### src/rtl/channel_rd_reader.sv
// channel_rd_reader: drains the SDRAM read channel's line buffer into a
// line-tagged 16-bit pixel stream with a valid/ready handshake.
// The fill pointer from the write side limits how far reads may run ahead,
// and a small skid FIFO absorbs the one-cycle buffer read latency.
// All state advances on the falling clock edge, matching the read channel.
module channel_rd_reader #(
  parameter int FIFO_DEPTH  = 2,
  parameter int BUF_WORDS16 = 1024
) (
  input  logic        clk,
  input  logic        init,
  input  logic        frame_start,
  input  logic [9:0]  line_words,
  input  logic [13:0] num_lines,
  input  logic [10:0] ao,
  output logic [11:0] ch1a,
  input  logic [15:0] obdat,
  input  logic        dst_rdy,
  output logic [15:0] dout,
  output logic        dv,
  output logic        sol,
  output logic        eol,
  output logic        busy,
  output logic        frame_done,
  output logic [11:0] level,
  output logic        overrun
);

  // Frame control states.
  localparam logic [1:0] ST_IDLE  = 2'd0;
  localparam logic [1:0] ST_RUN   = 2'd1;
  localparam logic [1:0] ST_DRAIN = 2'd2;

  // Skid FIFO geometry; the index wraps explicitly so non-power-of-two depths work.
  localparam int              PW       = (FIFO_DEPTH > 1) ? $clog2(FIFO_DEPTH) : 1;
  localparam int              CW       = $clog2(FIFO_DEPTH + 1);
  localparam logic [CW-1:0]   DEPTH_C  = CW'(FIFO_DEPTH);
  localparam logic [PW-1:0]   LAST_IDX = PW'(FIFO_DEPTH - 1);
  localparam logic [12:0]     BUF_LIM  = 13'(BUF_WORDS16);

  // Registered state and next-state values.
  logic [1:0]    state_q,      state_d;
  logic [11:0]   rd_ptr_q,     rd_ptr_d;
  logic [11:0]   level_q,      level_d;
  logic [9:0]    lw_q,         lw_d;
  logic [13:0]   nl_q,         nl_d;
  logic [9:0]    word_cnt_q,   word_cnt_d;
  logic [13:0]   line_cnt_q,   line_cnt_d;
  logic          inflight_q,   inflight_d;
  logic          infl_sol_q,   infl_sol_d;
  logic          infl_eol_q,   infl_eol_d;
  logic [PW-1:0] wr_idx_q,     wr_idx_d;
  logic [PW-1:0] rd_idx_q,     rd_idx_d;
  logic [CW-1:0] count_q,      count_d;
  logic          frame_done_q, frame_done_d;
  logic          overrun_q,    overrun_d;

  // FIFO storage: {sol, eol, data}.
  logic [17:0] fifo_mem [FIFO_DEPTH];
  logic [17:0] head;

  // Decoded per-cycle conditions.
  logic [11:0] avail;
  logic        fifo_room;
  logic        issue;
  logic        tag_sol;
  logic        tag_eol;
  logic        last_word;
  logic        push;
  logic        pop;

  // Words written but not yet issued, from the live pointers. The registered
  // level output lags by one cycle, so gating issue on it could read past the
  // fill pointer right after a burst of issues.
  assign avail     = {ao, 1'b0} - rd_ptr_q;
  // Space is reserved for the in-flight word and a pop is never counted on,
  // so a stalled consumer cannot cause an overflow.
  assign fifo_room = (count_q + CW'(inflight_q)) < DEPTH_C;
  assign issue     = (state_q == ST_RUN) && (avail != 12'd0) && fifo_room;
  // line_words of 0 means 1024; the 10-bit subtraction wraps to 1023 for that.
  assign tag_sol   = (word_cnt_q == 10'd0);
  assign tag_eol   = (word_cnt_q == (lw_q - 10'd1));
  assign last_word = tag_eol && (line_cnt_q == nl_q);
  assign push      = inflight_q;
  assign pop       = dv && dst_rdy;

  // Outputs: FIFO head when valid, forced to zero when empty so reset leaves
  // a clean bus without having to clear the storage.
  assign head       = fifo_mem[rd_idx_q];
  assign dv         = (count_q != '0);
  assign dout       = dv ? head[15:0] : 16'd0;
  assign sol        = dv & head[17];
  assign eol        = dv & head[16];
  assign busy       = (state_q != ST_IDLE);
  assign ch1a       = rd_ptr_q;
  assign level      = level_q;
  assign frame_done = frame_done_q;
  assign overrun    = overrun_q;

  // Next-state logic for the frame FSM, read issue, tagging and FIFO bookkeeping.
  always_comb begin
    // NOTE: every signal gets a default first so no path leaves one unassigned
    // and infers a latch.
    state_d      = state_q;
    rd_ptr_d     = rd_ptr_q;
    lw_d         = lw_q;
    nl_d         = nl_q;
    word_cnt_d   = word_cnt_q;
    line_cnt_d   = line_cnt_q;
    inflight_d   = issue;
    infl_sol_d   = infl_sol_q;
    infl_eol_d   = infl_eol_q;
    wr_idx_d     = wr_idx_q;
    rd_idx_d     = rd_idx_q;
    count_d      = count_q;
    frame_done_d = 1'b0;
    level_d      = avail;
    overrun_d    = overrun_q | ({1'b0, level_q} > BUF_LIM);

    case (state_q)
      ST_IDLE: begin
        if (frame_start) begin
          state_d    = ST_RUN;
          lw_d       = line_words;
          nl_d       = num_lines;
          word_cnt_d = 10'd0;
          line_cnt_d = 14'd0;
        end
      end
      ST_RUN: begin
        if (issue && last_word) begin
          state_d = ST_DRAIN;
        end
      end
      ST_DRAIN: begin
        if ((count_q == '0) && !inflight_q) begin
          frame_done_d = 1'b1;
          state_d      = ST_IDLE;
        end
      end
      default: state_d = ST_IDLE;
    endcase

    // Issue: advance the address and tag the word by its position in the line.
    if (issue) begin
      rd_ptr_d   = rd_ptr_q + 12'd1;
      infl_sol_d = tag_sol;
      infl_eol_d = tag_eol;
      if (tag_eol) begin
        word_cnt_d = 10'd0;
        line_cnt_d = line_cnt_q + 14'd1;
      end else begin
        word_cnt_d = word_cnt_q + 10'd1;
      end
    end

    // Capture of last cycle's read and consumer pop may coincide.
    if (push) begin
      wr_idx_d = (wr_idx_q == LAST_IDX) ? '0 : wr_idx_q + PW'(1);
    end
    if (pop) begin
      rd_idx_d = (rd_idx_q == LAST_IDX) ? '0 : rd_idx_q + PW'(1);
    end
    if (push && !pop) begin
      count_d = count_q + CW'(1);
    end else if (!push && pop) begin
      count_d = count_q - CW'(1);
    end
  end

  // State registers with synchronous abort/reset on init.
  always_ff @(negedge clk) begin
    // NOTE: sequential state uses non-blocking assignments so every register
    // samples the pre-edge values regardless of statement order.
    if (init) begin
      state_q      <= ST_IDLE;
      rd_ptr_q     <= 12'd0;
      level_q      <= 12'd0;
      lw_q         <= 10'd0;
      nl_q         <= 14'd0;
      word_cnt_q   <= 10'd0;
      line_cnt_q   <= 14'd0;
      inflight_q   <= 1'b0;
      infl_sol_q   <= 1'b0;
      infl_eol_q   <= 1'b0;
      wr_idx_q     <= '0;
      rd_idx_q     <= '0;
      count_q      <= '0;
      frame_done_q <= 1'b0;
      overrun_q    <= 1'b0;
    end else begin
      state_q      <= state_d;
      rd_ptr_q     <= rd_ptr_d;
      level_q      <= level_d;
      lw_q         <= lw_d;
      nl_q         <= nl_d;
      word_cnt_q   <= word_cnt_d;
      line_cnt_q   <= line_cnt_d;
      inflight_q   <= inflight_d;
      infl_sol_q   <= infl_sol_d;
      infl_eol_q   <= infl_eol_d;
      wr_idx_q     <= wr_idx_d;
      rd_idx_q     <= rd_idx_d;
      count_q      <= count_d;
      frame_done_q <= frame_done_d;
      overrun_q    <= overrun_d;
    end
  end

  // FIFO write: buffer data returned for the read issued one edge earlier.
  always_ff @(negedge clk) begin
    // NOTE: the storage array has no reset; occupancy is cleared instead and
    // the outputs are masked while empty, so stale entries are never visible.
    if (push) begin
      fifo_mem[wr_idx_q] <= {infl_sol_q, infl_eol_q, obdat};
    end
  end

endmodule

### config.mk
export PLATFORM = sky130hd
export DESIGN_NAME = channel_rd_reader
export DESIGN_NICKNAME = d
export VERILOG_FILES = /design/src/rtl/channel_rd_reader.sv
export SDC_FILE = /design/constraint.sdc
export NUM_CORES = 1
export LEC_CHECK = 0
export CORE_ASPECT_RATIO = 1.25
export CORE_MARGIN = 4
export CORE_UTILIZATION = 35
export DETAILED_ROUTE_END_ITERATION = 16
export SLEW_MARGIN = 0
export SYNTH_ARGS = -nofsm -noshare
export SYNTH_HDL_FRONTEND = slang
export SYNTH_SLANG_ARGS = --single-unit
### constraint.sdc
create_clock -name clk -period 6.3 [get_ports clk]
set_input_delay 0.63 -clock clk [delete_from_list [all_inputs] [get_ports clk]]
set_output_delay 0.63 -clock clk [all_outputs]
set_load 0.1 [all_outputs]
==> impl_metrics.tcl <==
set metrics [dict create \
    status "finished clean" \
    worstSetupPathType "input port to flop" \
    drtIter0Drc 279 \
    holdWs_ns 0.462 \
    hpwl_um 11000 \
    clock_sinks 120 \
    cp_data_required_time_ns 3.48 \
    area_growth_pct 45.6 \
    arrival_ns 3.40 \
    dr_total_vias 5755 \
    yosysSeqAreaShare 0.457 \
    htreeDepth 4 \
    seqCellArea_mm2 0.00276 \
    slew_violations 0 \
    hold_class "flop to flop" \
    finalNetCount 978 \
    first_global_vias 6007 \
    num_rows 53 \
    peakVddDrop_mv 0.184 \
    cts_buffer_depth 2 \
    power_mw 3.17 \
    antenna_found_initial 0 \
    synth_cell_types 61 \
    cts_buffers 17 \
    hold_viol 0 \
    cp_slowest_cell "clkdlybuf4s50_1" \
    die-area_mm2 0.0195 \
    core_region_area_mm2 0.0169 \
    synth_top_area_share 0.278 \
    cts_root_buf "clkbuf_16" \
    grt_start_max_net_pins 50 \
    cp_common_cell "nor4_4" \
    drv_cap 0 \
    gr-usage-all-layers 0.165 \
    first_pass_iters 5 \
    grt_pass1_wl_um 26700 \
    p_leak_nw 3.71 \
    path_clk_slew_ns 0.04 \
    synth_seq_cells 120 \
    ys.flop_type "dfxtp_1" \
    worstSkewPairLatency_ns 0.47 \
    chipHeight_um 155 \
    drt_wl_total_um 16300 \
    cp_slowest_stage_delay_ns 0.42 \
    crit_buf_inv 3 \
    start_util 0.358 \
    avgRoutedWirePerCell_um 14.4 \
    worstPathCellList "clkdlybuf4s50_1 -> ha_1 -> buf_4 -> a21o_1 -> a21oi_1 -> nand2_1 -> xor2_1 -> nor4_4 -> and4_4 -> clkbuf_16 -> nor4_4 -> mux2_4" \
    endpoint_kind "flop" \
    async_reset_ff_frac 0 \
    yosys-top-cells-count "dfxtp_1, nand2_1, nor2_1" \
    finalSetupViolCount 0 \
    syn_avg_cell_area_um2 9.18 \
    yosysTopAreaCell "dfxtp_1" \
    clock_skew_ns 0.0187 \
    syn-num-nets 732 \
    fp.dieW_um 126 \
    cts_tree "yes" \
    power.density_mw_per_mm2 360 \
    synth_enable_flop_cells 36 \
    crit_fanout 6 \
    gp_congestion 0.853 \
    overflow 0 \
    antennaDiodeCount 0 \
    layoutNonFillerInstCount 1138 \
    drive_gt1_frac 0.206 \
    dpl.cell_count 980 \
    synth_area_mm2 0.00605 \
    viasPerCell 5.06 \
    postSynthCellCount 659 \
    cp-start-kind "input port" \
    multi_input_area_mm2 0.00332 \
    drc 0 \
    post-synth-top-count-cell "dfxtp_1" \
    path_delay_family "simple AND/OR/NAND/NOR gates" \
    holdBufCountCts 0 \
    synth.area.top_cells "dfxtp_1, edfxtp_1, a21oi_1" \
    yosysWarningCount 0 \
    ios 101 \
    worstMarginPinSlew_ns 1.07 \
    io_buffers 100 \
    nFillCells 1588 \
    ant_nets 0 \
    maxSlewHeadroom 0.282 \
]
-- layer usage --
| layer | global-route usage | wire [um] | vias up |
|---|---|---|---|
| li1 | - | - | 2848 |
| met1 | 0.176 | 6670 | 2722 |
| met2 | 0.279 | 8540 | 157 |
| met3 | 0.0615 | 795 | 28 |
| met4 | 0.0976 | 341 | 0 |
| met5 | 0 | 0 | - |
-- flip-flops by register name, summed over array words and instances, names as in the netlist, named ones only --
register    cells
ch1a           12
count_q         2
fifo_mem       36
frame_done      1
infl_eol_q      1
infl_sol_q      1
inflight_q      1
level          12
line_cnt_q     14
lw_q           10
nl_q           14
overrun         1
rd_idx_q        1
state_q         2
word_cnt_q     10
wr_idx_q        1
-- path summary, 6_finish.rpt --
| path | start | end | slack (ns) | cells past startpoint |
|---|---|---|---|---|
| max | ao[2] | line_cnt_q[12]$_SDFF_NP0_ | 0.08 | 12 |
| min | infl_eol_q$_SDFFE_NP0P_ | fifo_mem[1][16]$_DFFE_NP_ | 0.46 | 0 |
| max reg2reg | lw_q[0]$_SDFFE_NP0P_ | line_cnt_q[10]$_SDFF_NP0_ | 3.02 | 10 |
| min reg2reg | infl_eol_q$_SDFFE_NP0P_ | fifo_mem[1][16]$_DFFE_NP_ | 0.46 | 0 |
-- area by class of cell --
class,count,area share
Inverter,27,0.0115
Tap cell,220,0.0313
Multi-Input combinational cell,478,0.377
Clock buffer,17,0.0483
Clock inverter,135,0.0738
Timing Repair Buffer,141,0.144
Sequential cell,120,0.314
-- cell usage in the layout (no fill, tap or decap), drive strengths merged, types with 20 or more instances in the layout --
master / Yosys / final
nand3: 25 / 25
a21oi: 52 / 52
buf: 10 / 85
nand2: 69 / 69
xnor2: 22 / 22
dfxtp: 84 / 84
inv: 28 / 153
clkbuf: 23 / 20
clkdlybuf4s50: 0 / 51
edfxtp: 36 / 36
nor2: 67 / 67
-- power by group --
| group | switching, mW | internal, mW |
|---|---|---|
| Combinational | 0.748 | 0.255 |
| Clock | 0.631 | 0.643 |
| Sequential | 0.0360 | 0.854 |
-- cells by family (layout without fill, tap and decap cells) --
| kind of cell | after synthesis | count (layout) | share of synthesized area |
|---|---|---|---|
| compound gates | 104 | 104 | 0.106 |
| mux | 36 | 36 | 0.0633 |
| buf+inv | 61 | 320 | 0.0408 |
| fa+ha+maj | 18 | 18 | 0.0385 |
| simple gates | 280 | 280 | 0.237 |
| flops | 120 | 120 | 0.457 |
| xor+xnor | 40 | 40 | 0.0579 |
-- through the flow --
stage	area (um^2)	worst slack [ns]	setup TNS, ns	util
final	8800	0.0823	0	0.521
after global routing	8800	-0.00397	-0.00434	0.521
after CTS	8530	0.00189	0	0.504
after detailed placement	7360	-0.625	-19.24	0.435
after global placement	7360	-0.533	-17.24	0.435
after floorplan	6070	0.00171	0	-
-- what timing repair did --
item	in CTS	in global routing
resized for setup	17	34
setup buffers	0	4
cloned	0	4
pin swaps	1	14
setup endpoints to repair	29	35
(Power assumes the default switching activity.)
